## src/rtl/stream_pkg.sv

```systemverilog
// Shared stream types and helpers for the FIFO read-side packing stage.
package stream_pkg;

    // Packer control states; S_DRAIN/S_OUT only reachable with PACKER_FLUSH_EN.
    typedef enum logic [1:0] {
        S_FILL  = 2'd0,
        S_DRAIN = 2'd1,
        S_OUT   = 2'd2
    } packer_state_t;

    // Ceiling log2, used to size counters that must hold the value itself.
    function automatic int unsigned clog2_ceil(input int unsigned value);
        int unsigned result;
        result = 0;
        for (int unsigned i = 0; i < 32; i++) begin
            if ((64'd1 << i) < 64'(value)) begin
                result = i + 1;
            end
        end
        return result;
    endfunction

endpackage

```

## src/rtl/fifo_width_packer.sv

```systemverilog
// fifo_width_packer: pops WIDTH-bit words from a sync_fifo read port and packs
// RATIO of them into one valid/ready output word (lane 0 = first word popped).
// Optional macro PACKER_FLUSH_EN adds the flush input and m_keep output so a
// partially filled word can be emitted on demand.
module fifo_width_packer
    import stream_pkg::*;
#(
    parameter int unsigned WIDTH = 8,
    parameter int unsigned RATIO = 4
) (
    input  logic                     clk,
    input  logic                     rst,
    input  logic                     fifo_empty,
    output logic                     fifo_rd_en,
    input  logic [WIDTH-1:0]         fifo_data,
    output logic                     m_valid,
    input  logic                     m_ready,
    output logic [WIDTH*RATIO-1:0]   m_data
`ifdef PACKER_FLUSH_EN
   ,input  logic                     flush,
    output logic [RATIO-1:0]         m_keep
`endif
);

    localparam int unsigned CW = clog2_ceil(RATIO + 1);

    packer_state_t                 state_q, state_d;
    logic [CW-1:0]                 fill_q, fill_d;
    logic [CW-1:0]                 lane_q, lane_d;
    logic                          pend_q, pend_d;
    logic                          m_valid_q, m_valid_d;
    logic [RATIO-1:0][WIDTH-1:0]   lanes_q, lanes_d;
`ifdef PACKER_FLUSH_EN
    logic [RATIO-1:0]              keep_q, keep_d;
    logic                          flush_acc_c;
    logic [CW-1:0]                 flush_cnt_c;
`endif
    logic                          hs_c;

    // Lanes [0, n) valid, upper lanes empty.
    function automatic logic [RATIO-1:0] keep_mask(input logic [CW-1:0] n);
        logic [RATIO-1:0] m;
        m = '0;
        for (int unsigned i = 0; i < RATIO; i++) begin
            m[i] = (CW'(i) < n);
        end
        return m;
    endfunction

    assign m_valid = m_valid_q;
    assign m_data  = lanes_q;
`ifdef PACKER_FLUSH_EN
    assign m_keep  = keep_q;
`endif

    // Next-state: read issue, lane capture, handshake and flush sequencing.
    always_comb begin
        state_d    = state_q;
        fill_d     = fill_q;
        lane_d     = lane_q;
        pend_d     = 1'b0;
        m_valid_d  = m_valid_q;
        lanes_d    = lanes_q;
        fifo_rd_en = 1'b0;
        hs_c       = m_valid_q && m_ready;
`ifdef PACKER_FLUSH_EN
        keep_d      = keep_q;
        flush_acc_c = flush && (state_q == S_FILL) && (fill_q != '0)
                      && (fill_q < CW'(RATIO)) && !m_valid_q;
        flush_cnt_c = CW'(lane_q + CW'(pend_q));
`endif

        case (state_q)
            S_FILL: begin
                fifo_rd_en = !fifo_empty && ((fill_q < CW'(RATIO)) || hs_c);
`ifdef PACKER_FLUSH_EN
                if (flush_acc_c) begin
                    fifo_rd_en = 1'b0;
                end
`endif
                pend_d = fifo_rd_en;

                // Word read last cycle is on fifo_data now.
                if (pend_q) begin
                    for (int unsigned i = 0; i < RATIO; i++) begin
                        if (lane_q == CW'(i)) begin
                            lanes_d[i] = fifo_data;
                        end
                    end
                    lane_d = CW'(lane_q + CW'(1));
                    if (lane_q == CW'(RATIO - 1)) begin
                        m_valid_d = 1'b1;
`ifdef PACKER_FLUSH_EN
                        keep_d    = '1;
`endif
                    end
                end

                // A read issued on the handshake lands in lane 0 of the next word.
                if (hs_c) begin
                    m_valid_d = 1'b0;
                    lane_d    = '0;
                    fill_d    = fifo_rd_en ? CW'(1) : '0;
                end else begin
                    fill_d = CW'(fill_q + CW'(fifo_rd_en));
                end

`ifdef PACKER_FLUSH_EN
                if (flush_acc_c) begin
                    for (int unsigned i = 0; i < RATIO; i++) begin
                        if (CW'(i) >= flush_cnt_c) begin
                            lanes_d[i] = '0;
                        end
                    end
                    if (pend_q) begin
                        state_d = S_DRAIN;
                    end else begin
                        state_d   = S_OUT;
                        m_valid_d = 1'b1;
                        keep_d    = keep_mask(flush_cnt_c);
                    end
                end
`endif
            end
`ifdef PACKER_FLUSH_EN
            S_DRAIN: begin
                // In-flight word was captured on the accept edge; publish the partial word.
                m_valid_d = 1'b1;
                keep_d    = keep_mask(lane_q);
                state_d   = S_OUT;
            end
            S_OUT: begin
                if (hs_c) begin
                    m_valid_d = 1'b0;
                    lanes_d   = '0;
                    keep_d    = '0;
                    fill_d    = '0;
                    lane_d    = '0;
                    state_d   = S_FILL;
                end
            end
`endif
            default: begin
                state_d = S_FILL;
            end
        endcase
    end

    // State and datapath registers; reset discards any in-flight read.
    always_ff @(posedge clk or posedge rst) begin
        if (rst) begin
            state_q   <= S_FILL;
            fill_q    <= '0;
            lane_q    <= '0;
            pend_q    <= 1'b0;
            m_valid_q <= 1'b0;
            lanes_q   <= '0;
`ifdef PACKER_FLUSH_EN
            keep_q    <= '0;
`endif
        end else begin
            state_q   <= state_d;
            fill_q    <= fill_d;
            lane_q    <= lane_d;
            pend_q    <= pend_d;
            m_valid_q <= m_valid_d;
            lanes_q   <= lanes_d;
`ifdef PACKER_FLUSH_EN
            keep_q    <= keep_d;
`endif
        end
    end

endmodule

```

## config.mk

```make
export PLATFORM = sky130hd
export DESIGN_NAME = fifo_width_packer
export DESIGN_NICKNAME = d
export VERILOG_FILES = /design/src/rtl/stream_pkg.sv /design/src/rtl/fifo_width_packer.sv
export SDC_FILE = /design/constraint.sdc
export NUM_CORES = 1
export LEC_CHECK = 0
export CAP_MARGIN = 20
export CORE_ASPECT_RATIO = 1.2
export CORE_UTILIZATION = 45
export DETAILED_ROUTE_END_ITERATION = 10
export GPL_TIMING_DRIVEN = 0
export HOLD_SLACK_MARGIN = 0.05
export PLACE_DENSITY = 0.76
export SETUP_SLACK_MARGIN = 0.4
export SLEW_MARGIN = 20
export SYNTH_ARGS = -nofsm -noshare
export SYNTH_HDL_FRONTEND = slang
export SYNTH_SLANG_ARGS = --single-unit
```

## constraint.sdc

```tcl
create_clock -name clk -period 2.9 [get_ports clk]
set_input_delay 0.58 -clock clk [delete_from_list [all_inputs] [get_ports clk]]
set_output_delay 0.58 -clock clk [all_outputs]
set_load 0.005 [all_outputs]
```

**Yosys cells after proc, flatten, opt, wreduce, memory -nomap -nowiden**

Index checks and enable logic that the tools add are counted.
W data, S select, Z words.

- Reductions and logical operators: 12
- $lt $le $gt $ge: 1
- Eq/ne operators: 3
- $add $sub $neg: 2
- Mux-type cells: 7

Operators with widths:

| kind | count |
|---|---|
| $reduce_and A2 Y1 | 5 |
| $mux W3 | 3 |
| $eq A3 B2 Y1 const B | 2 |
| $mux W1 | 4 |
| $reduce_bool A2 Y1 | 2 |
| $add A3 B1 Y3 | 1 |
| $add A3 B1 Y3 const B | 1 |
| $eq A3 B1 Y1 const B | 1 |
| $logic_not A3 Y1 | 1 |
| $lt A3 B3 Y1 const B | 1 |
| $logic_and A1 B1 Y1 | 2 |
| $logic_not A1 Y1 | 1 |
| $logic_or A1 B1 Y1 | 1 |

- Register bits after elaboration: 40
- Word-level logic and storage cells: 33
- Input port bits: 12
- Output and inout bits: 34

**Longest topological paths before layout**

Gate-level depths: netlist of run 1.

- Word-level depth: 5
- Mapped depth: 6
- Gate-level depth less buffers: 6

**Worst setup path after synthesis of run 1**

OpenSTA, ideal clock, no wires.

- Path kind: input -> register
- From: in m_ready
- To: reg fill_q[1]
- Slack: 1.359 ns
- Data arrival time: 1.422 ns
- Setup time: 0.119 ns
- Path buffers: 0
- Stages: 5
- Cell sequence: nand2_1 > a21oi_1 > ha_1 > ha_1 > and2_1

- Word-level cells in the longest chain between the ends: 5

RTL lines:

| element | line | RTL |
|---|---|---|
| start: declaration | fifo_width_packer.sv:17 | `input logic m_ready,` |
| $logic_and A1 B1 Y1 | fifo_width_packer.sv:65 | `hs_c = m_valid_q && m_ready;` |
| $logic_or A1 B1 Y1 | fifo_width_packer.sv:75 | `fifo_rd_en = !fifo_empty && ((fill_q < CW'(RATIO)) \|\| hs_c);` |
| $logic_and A1 B1 Y1 | fifo_width_packer.sv:75 |  |
| net fifo_rd_en | fifo_width_packer.sv:14 | `output logic fifo_rd_en,` |
| $add A3 B1 Y3 | fifo_width_packer.sv:105 | `fill_d = CW'(fill_q + CW'(fifo_rd_en));` |
| $mux W3 | fifo_width_packer.sv:100 | `if (hs_c) begin` |
| end signal: assignment | fifo_width_packer.sv:163 | `fill_q <= fill_d;` |
| end: declaration | fifo_width_packer.sv:28 | `logic [CW-1:0] fill_q, fill_d;` |

The timed path passes the listed nets, and every way through them passes these cells.
A chain may end at the register's enable or synchronous reset.

**Worst setup path after layout of run 1**

- From: in m_ready
- To: out fifo_rd_en

- Word-level cells in the longest chain between the ends: 3

RTL lines:

| element | line |
|---|---|
| $logic_and A1 B1 Y1 | fifo_width_packer.sv:65 |
| $logic_or A1 B1 Y1 | fifo_width_packer.sv:75 |
| $logic_and A1 B1 Y1 | fifo_width_packer.sv:75 |
| end: declaration | fifo_width_packer.sv:14 |

No other way between the ends.

==> impl_metrics.py, run 1 <==
metrics = {
    "outcome": {
        "status": "finished with violations",
        "violations": "design-rule violations",
    },
    "grt": {
        "met1_usage_pct": 19.2,
        "grt_start_max_net_pins": 41,
        "top_usage_layer": "met2",
        "grt-ovfl-total": 0,
        "grtUsageMet3_pct": 5.48,
        "grt_pass1_wl_microns": 5100,
        "grt_pass1_vias": 1045,
        "met2_usage_pct": 33.2,
        "antenna_found_initial": 0,
        "groute.usage.overall_pct": 18.6,
    },
    "power_and_ir_drop": {
        "power_density_nw_per_um2": 1120,
        "power_leakage_nw": 1.04,
        "vdd_ir_drop_max_uv": 518,
        "finalPower_mw": 2.53,
    },
    "min_path": {
        "min_path_type": "reg -> reg",
        "min_from": "m_data[10]$_DFFE_PP0P_",
    },
    "setup_path": {
        "cp-end-kind": "primary output",
        "start_kind": "primary input",
        "rr_startpoint": "lane_q[0]$_DFFE_PP0P_",
        "crit_family": "buffers and inverters",
        "crit_buf_inv": 2,
        "crit_arrival_ns": 1.80,
        "cp_slowest_stage_delay_ns": 0.53,
        "cp_data_required_time_ns": 2.32,
        "path_cells": "dlygate4sd2_1 > nand2_1 > a21oi_2 > clkdlybuf4s50_1",
        "slowest_stage": "clkdlybuf4s50_1",
        "critPathLaunch": "m_ready",
        "cp_max_fo": 6,
        "path_class": "in -> out",
    },
    "cells_and_area": {
        "fin_area_sq_um": 2260,
        "layout_commonest_cell": "clkdlybuf4s50_1",
        "drive_gt1_share_pct": 30.3,
        "antennaDiodeCount": 0,
        "final_cell_mix": "44 x clkdlybuf4s50_1, 40 x dfrtp_1, 32 x mux2_2",
        "nets": 173,
        "fillCellCount": 275,
        "areaGrowthSynthToFinish_pct": 38.3,
    },
    "synth": {
        "synth_seq_cells": 40,
        "ys_types": 14,
        "yosys.area_share.xor_xnor_pct": 1.07,
        "avgSynthCellArea_sq_um": 16.0,
        "yosys.area_share.simple_pct": 4.90,
        "synthMuxAreaShare_pct": 23.9,
        "synth_nets": 121,
        "netlist_area_sq_um": 1640,
        "synthCells": 102,
        "synthAdderAreaFrac_pct": 5.36,
        "yosysSeqAreaShare_pct": 61.2,
        "synth_warnings": 0,
        "synth_top_family_by_area": "multiplexers",
        "synth-compound-area-share_pct": 1.76,
    },
    "drt": {
        "vias_per_cell": 5.30,
        "totalWireLength_microns": 3260,
        "drt-initial-drc-count": 16,
        "vias": 1018,
        "drc": 2,
        "dr.pass1.iters": 7,
        "wl_per_cell_microns": 17.0,
        "ant_nets": 0,
    },
    "cts": {
        "postCtsSetupBuffers": 0,
        "ctsHtreeMaxLevel": 2,
        "clock_latency_ns": 0.29,
        "cts_tree": "done",
        "clockRootBuffer": "clkbuf_8",
        "clock-sinks": 40,
        "ctsHoldBuffers": 0,
        "post_cts_resized": 2,
        "cts_made_buffers": 5,
        "clock_path_buffers": 2,
        "clkTransAtPathRegs_ns": 0.07,
    },
    "place": {
        "gp_congestion": 0.721,
        "dp_hpwl_microns": 2330,
        "io_buffers": 45,
        "dpl_cell_area_sq_um": 2130,
    },
    "floorplan": {
        "ioPinCount": 46,
        "rows": 23,
        "dieArea_sq_um": 3880,
        "die_w_microns": 57.0,
        "core-area_sq_um": 3400,
        "die_h_microns": 68.0,
        "start_util_pct": 48.2,
    },
    "timing": {
        "period_minus_slack_ns": 2.38,
        "rsz0062_at_grt": "false",
        "hold_viol_final": 0,
        "fin_skew_ns": 0.00919,
        "finalCritPeriodShare_pct": 82.2,
        "finalSetupTns_ns": 0,
        "worstMarginPinSlew_ns": 0.826,
        "final_max_slew_viol_count": 0,
        "relSlewSlack_pct": 44.8,
        "max_freq_mhz": 419,
        "setup_viol": 0,
    },
    "job": {
        "max_cap_viol_count": 0,
    },
}
[sequential cells by signal, summed over array words and instances (netlist names)]
name,flops
pend_q,1
m_valid,1
lane_q,3
fill_q,3
m_data,32
[synth_stat cells]
library cell / instances / area (sq um)
buf_6: 1 / 11.3
ha_1: 7 / 87.6
xnor2_1: 2 / 17.5
inv_1: 5 / 18.8
nand3b_4: 3 / 60.1
mux2_2: 32 / 360
nor2_1: 1 / 3.75
and2_1: 1 / 6.26
a21oi_1: 4 / 20.0
nand2_1: 1 / 3.75
dfrtp_1: 40 / 1000
a221oi_1: 1 / 8.76
nand2_2: 1 / 6.26
mux2i_1: 3 / 30.0
[metal layers]
| layer | share of wire, % | vias to the layer above |
|---|---|---|
| met3 | 4.0 | 7 |
| met5 | 0 | - |
| met2 | 55 | 27 |
| met1 | 38 | 526 |
| met4 | 2.6 | 0 |
| li1 | - | 458 |
[cell type report]
class	instances	area [sq um]	area share, %
Sequential cell	40	1000	44.3
Clock inverter	1	30.0	1.33
Inverter	5	18.8	0.830
Clock buffer	7	96.3	4.26
Buffer	1	11.3	0.498
Tap cell	37	46.3	2.05
Multi-Input combinational cell	56	608	26.9
Timing Repair Buffer	45	449	19.9
[metrics by stage]
stage | hold slack, ns | worst slack [ns] | instances | utilization, %
2_1_floorplan | 0.492 | 1.36 | 102 | -
3_3_place_gp | 0.487 | 0.226 | 184 | 62.8
3_5_place_dp | 0.494 | 0.199 | 184 | 62.8
4_1_cts | 0.511 | 0.528 | 192 | 66.6
5_1_grt | 0.520 | 0.450 | 192 | 66.6
6_report | 0.507 | 0.516 | 192 | 66.6
[power breakdown]
part | internal (mW) | total (mW) | switching, mW
sequential | 0.840 | 1.01 | 0.166
combinational | 0.701 | 1.04 | 0.334
clock | 0.304 | 0.487 | 0.184
total | 1.84 | 2.53 | 0.684
[logic make-up (layout without fill, tap and decap cells)]
logic type                 count (synthesis)  in the layout
DFF                                       40             40
muxes                                     35             35
adders and majority gates                  7              7
and+or+nand+nor                            7              7
buffers and inverters                      6             59
AOI/OAI and AO/OA                          5              5
xor gates and xnor gates                   2              2
[path summary, 6_finish.rpt]
path                       cells after the start                endpoint  slack [ns]
max                                            4              fifo_rd_en        0.52
min reg2reg                                    1  m_data[10]$_DFFE_PP0P_        0.51
max in group asynchronous                      2   m_data[6]$_DFFE_PP0P_        1.60
min in group asynchronous                      2  m_data[26]$_DFFE_PP0P_        0.78
max reg2reg                                    4  m_data[26]$_DFFE_PP0P_        1.36
min                                            1  m_data[10]$_DFFE_PP0P_        0.51
(Power assumes the default switching activity.)
==> inputs of run 2 (changes only) <==
==> constraint.sdc (replaced) <==
create_clock -name clk -period 2.2 [get_ports clk]
set_input_delay 0.44 -clock clk [delete_from_list [all_inputs] [get_ports clk]]
set_output_delay 0.44 -clock clk [all_outputs]
set_load 0.005 [all_outputs]
==> run 2 against run 1 <==
Compared with the run above:
- the run still ends with design-rule violations left
- non-clock buffer count up 2
- global-route usage is 0.37 points higher
- clock skew about the same
- cell count rose by 1.0%
- via count increased by 0.59%
- critical path type is now reg -> out
- largest power group unchanged
- highest routed layer unchanged
==> impl_metrics.py, run 2 (synthesized netlist as in run 1, its figures left out) <==
metrics = {
    "outcome": {
        "status": "finished with violations",
        "violations": "design-rule violations",
    },
    "grt": {
        "antenna_found_initial": 0,
        "groute.usage.overall_pct": 18.9,
        "grt_pass1_vias": 1064,
        "grt-ovfl-total": 0,
        "grt_start_max_net_pins": 41,
        "grt_pass1_wl_microns": 5190,
    },
    "power_and_ir_drop": {
        "power_density_nw_per_um2": 1470,
        "power_leakage_nw": 1.05,
        "vdd_ir_drop_max_uv": 686,
        "finalPower_mw": 3.35,
    },
    "floorplan": {
        "dieArea_sq_um": 3880,
        "die_w_microns": 57.0,
        "die_h_microns": 68.0,
        "rows": 23,
        "start_util_pct": 48.2,
        "ioPinCount": 46,
        "core-area_sq_um": 3400,
    },
    "drt": {
        "vias": 1024,
        "vias_per_cell": 5.28,
        "totalWireLength_microns": 3320,
        "wl_per_cell_microns": 17.1,
        "drc": 2,
        "ant_nets": 0,
        "dr.pass1.iters": 7,
        "drt-initial-drc-count": 16,
    },
    "min_path": {
        "holdPathStages": 1,
        "min_path_type": "reg -> reg",
    },
    "timing": {
        "max_freq_mhz": 572,
        "finalCritPeriodShare_pct": 79.5,
        "worstMarginPinSlew_ns": 0.826,
        "rsz0062_at_grt": "false",
        "relSlewSlack_pct": 44.9,
        "fin_hold_ws_ns": 0.507,
        "worst_slack_ns": 0.452,
        "period_minus_slack_ns": 1.75,
        "setup_viol": 0,
        "hold_viol_final": 0,
        "fin_skew_ns": 0.00929,
        "final_max_slew_viol_count": 0,
    },
    "cts": {
        "clock-sinks": 40,
        "clock_latency_ns": 0.29,
        "ctsHtreeMaxLevel": 2,
        "clock_path_buffers": 2,
        "clkTransAtPathRegs_ns": 0.07,
        "cts_made_buffers": 5,
        "cts_tree": "done",
        "clockRootBuffer": "clkbuf_8",
        "ctsHoldBuffers": 0,
    },
    "setup_path": {
        "start_kind": "register",
        "slowest_stage": "clkdlybuf4s50_1",
        "path_cells": "buf_4 > clkdlybuf4s50_1",
        "reg2reg_depth": 4,
        "cp-end-kind": "primary output",
        "crit_family": "buffers and inverters",
        "cp_max_fo": 6,
        "cp_slowest_stage_delay_ns": 0.50,
        "path_depth": 2,
        "crit_buf_inv": 2,
        "crit_arrival_ns": 1.31,
        "path_class": "reg -> out",
        "cp_data_required_time_ns": 1.76,
    },
    "cells_and_area": {
        "largest_register_ffs": 32,
        "fillCellCount": 275,
        "layout_commonest_cell": "clkdlybuf4s50_1",
        "final_cell_mix": "43 x clkdlybuf4s50_1, 39 x dfrtp_1, 32 x mux2_2",
        "final_util_pct": 67.1,
        "areaGrowthSynthToFinish_pct": 39.3,
        "antennaDiodeCount": 0,
        "final_cell_count_no_fill": 194,
        "drive_gt1_share_pct": 32.5,
        "nets": 175,
    },
    "job": {
        "max_cap_viol_count": 0,
    },
    "place": {
        "dp_hpwl_microns": 2330,
        "io_buffers": 45,
        "dpl.cell_count": 184,
        "dp_slack_ns": -0.221,
        "gp_congestion": 0.721,
    },
}
## run 2: routing by layer
metal / track usage [%] / vias up / share of wire, %
li1: - / 461 / -
met1: 19.4 / 531 / 38
met2: 34.4 / 26 / 56
met3: 5.48 / 6 / 3.9
met4: 11.6 / 0 / 2.3
met5: 0 / - / 0
## run 2: layout make-up
type | instances | area [sq um] | area share [%]
Sequential cell | 40 | 1000 | 44.0
Multi-Input combinational cell | 56 | 608 | 26.7
Timing Repair Buffer | 47 | 465 | 20.4
Clock buffer | 7 | 96.3 | 4.23
Tap cell | 37 | 46.3 | 2.03
Clock inverter | 1 | 30.0 | 1.32
Inverter | 5 | 18.8 | 0.824
Buffer | 1 | 11.3 | 0.494
## run 2: what timing repair did
action | in CTS | in global routing
gates resized for setup | 6 | 0
hold endpoints to repair | 0 | 0
endpoints found under the setup margin | 1 | 0
buffers inserted | 2 | 0
## run 2: power breakdown
part           internal [mW]  total [mW]  switching, mW  leakage, nW
sequential              1.11        1.32          0.212        0.468
clock                  0.400       0.643          0.243       0.0645
combinational          0.932        1.38          0.451        0.514
## run 2: worst paths after layout
path / start / endpoint / slack, ns
worst min-delay path: m_data[4]$_DFFE_PP0P_ / m_data[4]$_DFFE_PP0P_ / 0.51
min in group asynchronous: rst / m_data[26]$_DFFE_PP0P_ / 0.64
worst max register to register: lane_q[0]$_DFFE_PP0P_ / m_data[26]$_DFFE_PP0P_ / 0.66
worst max-delay path: m_valid$_DFFE_PP0P_ / m_valid / 0.45
worst min register to register: m_data[4]$_DFFE_PP0P_ / m_data[4]$_DFFE_PP0P_ / 0.51
max in group asynchronous: rst / m_valid$_DFFE_PP0P_ / 0.99
## run 2: per-stage QoR
step           setup TNS (ns)  area, sq um
2_1_floorplan               0         1640
3_3_place_gp           -0.194         2130
5_1_grt                     0         2280
6_report                    0         2280
3_5_place_dp           -0.221         2130
4_1_cts                     0         2280
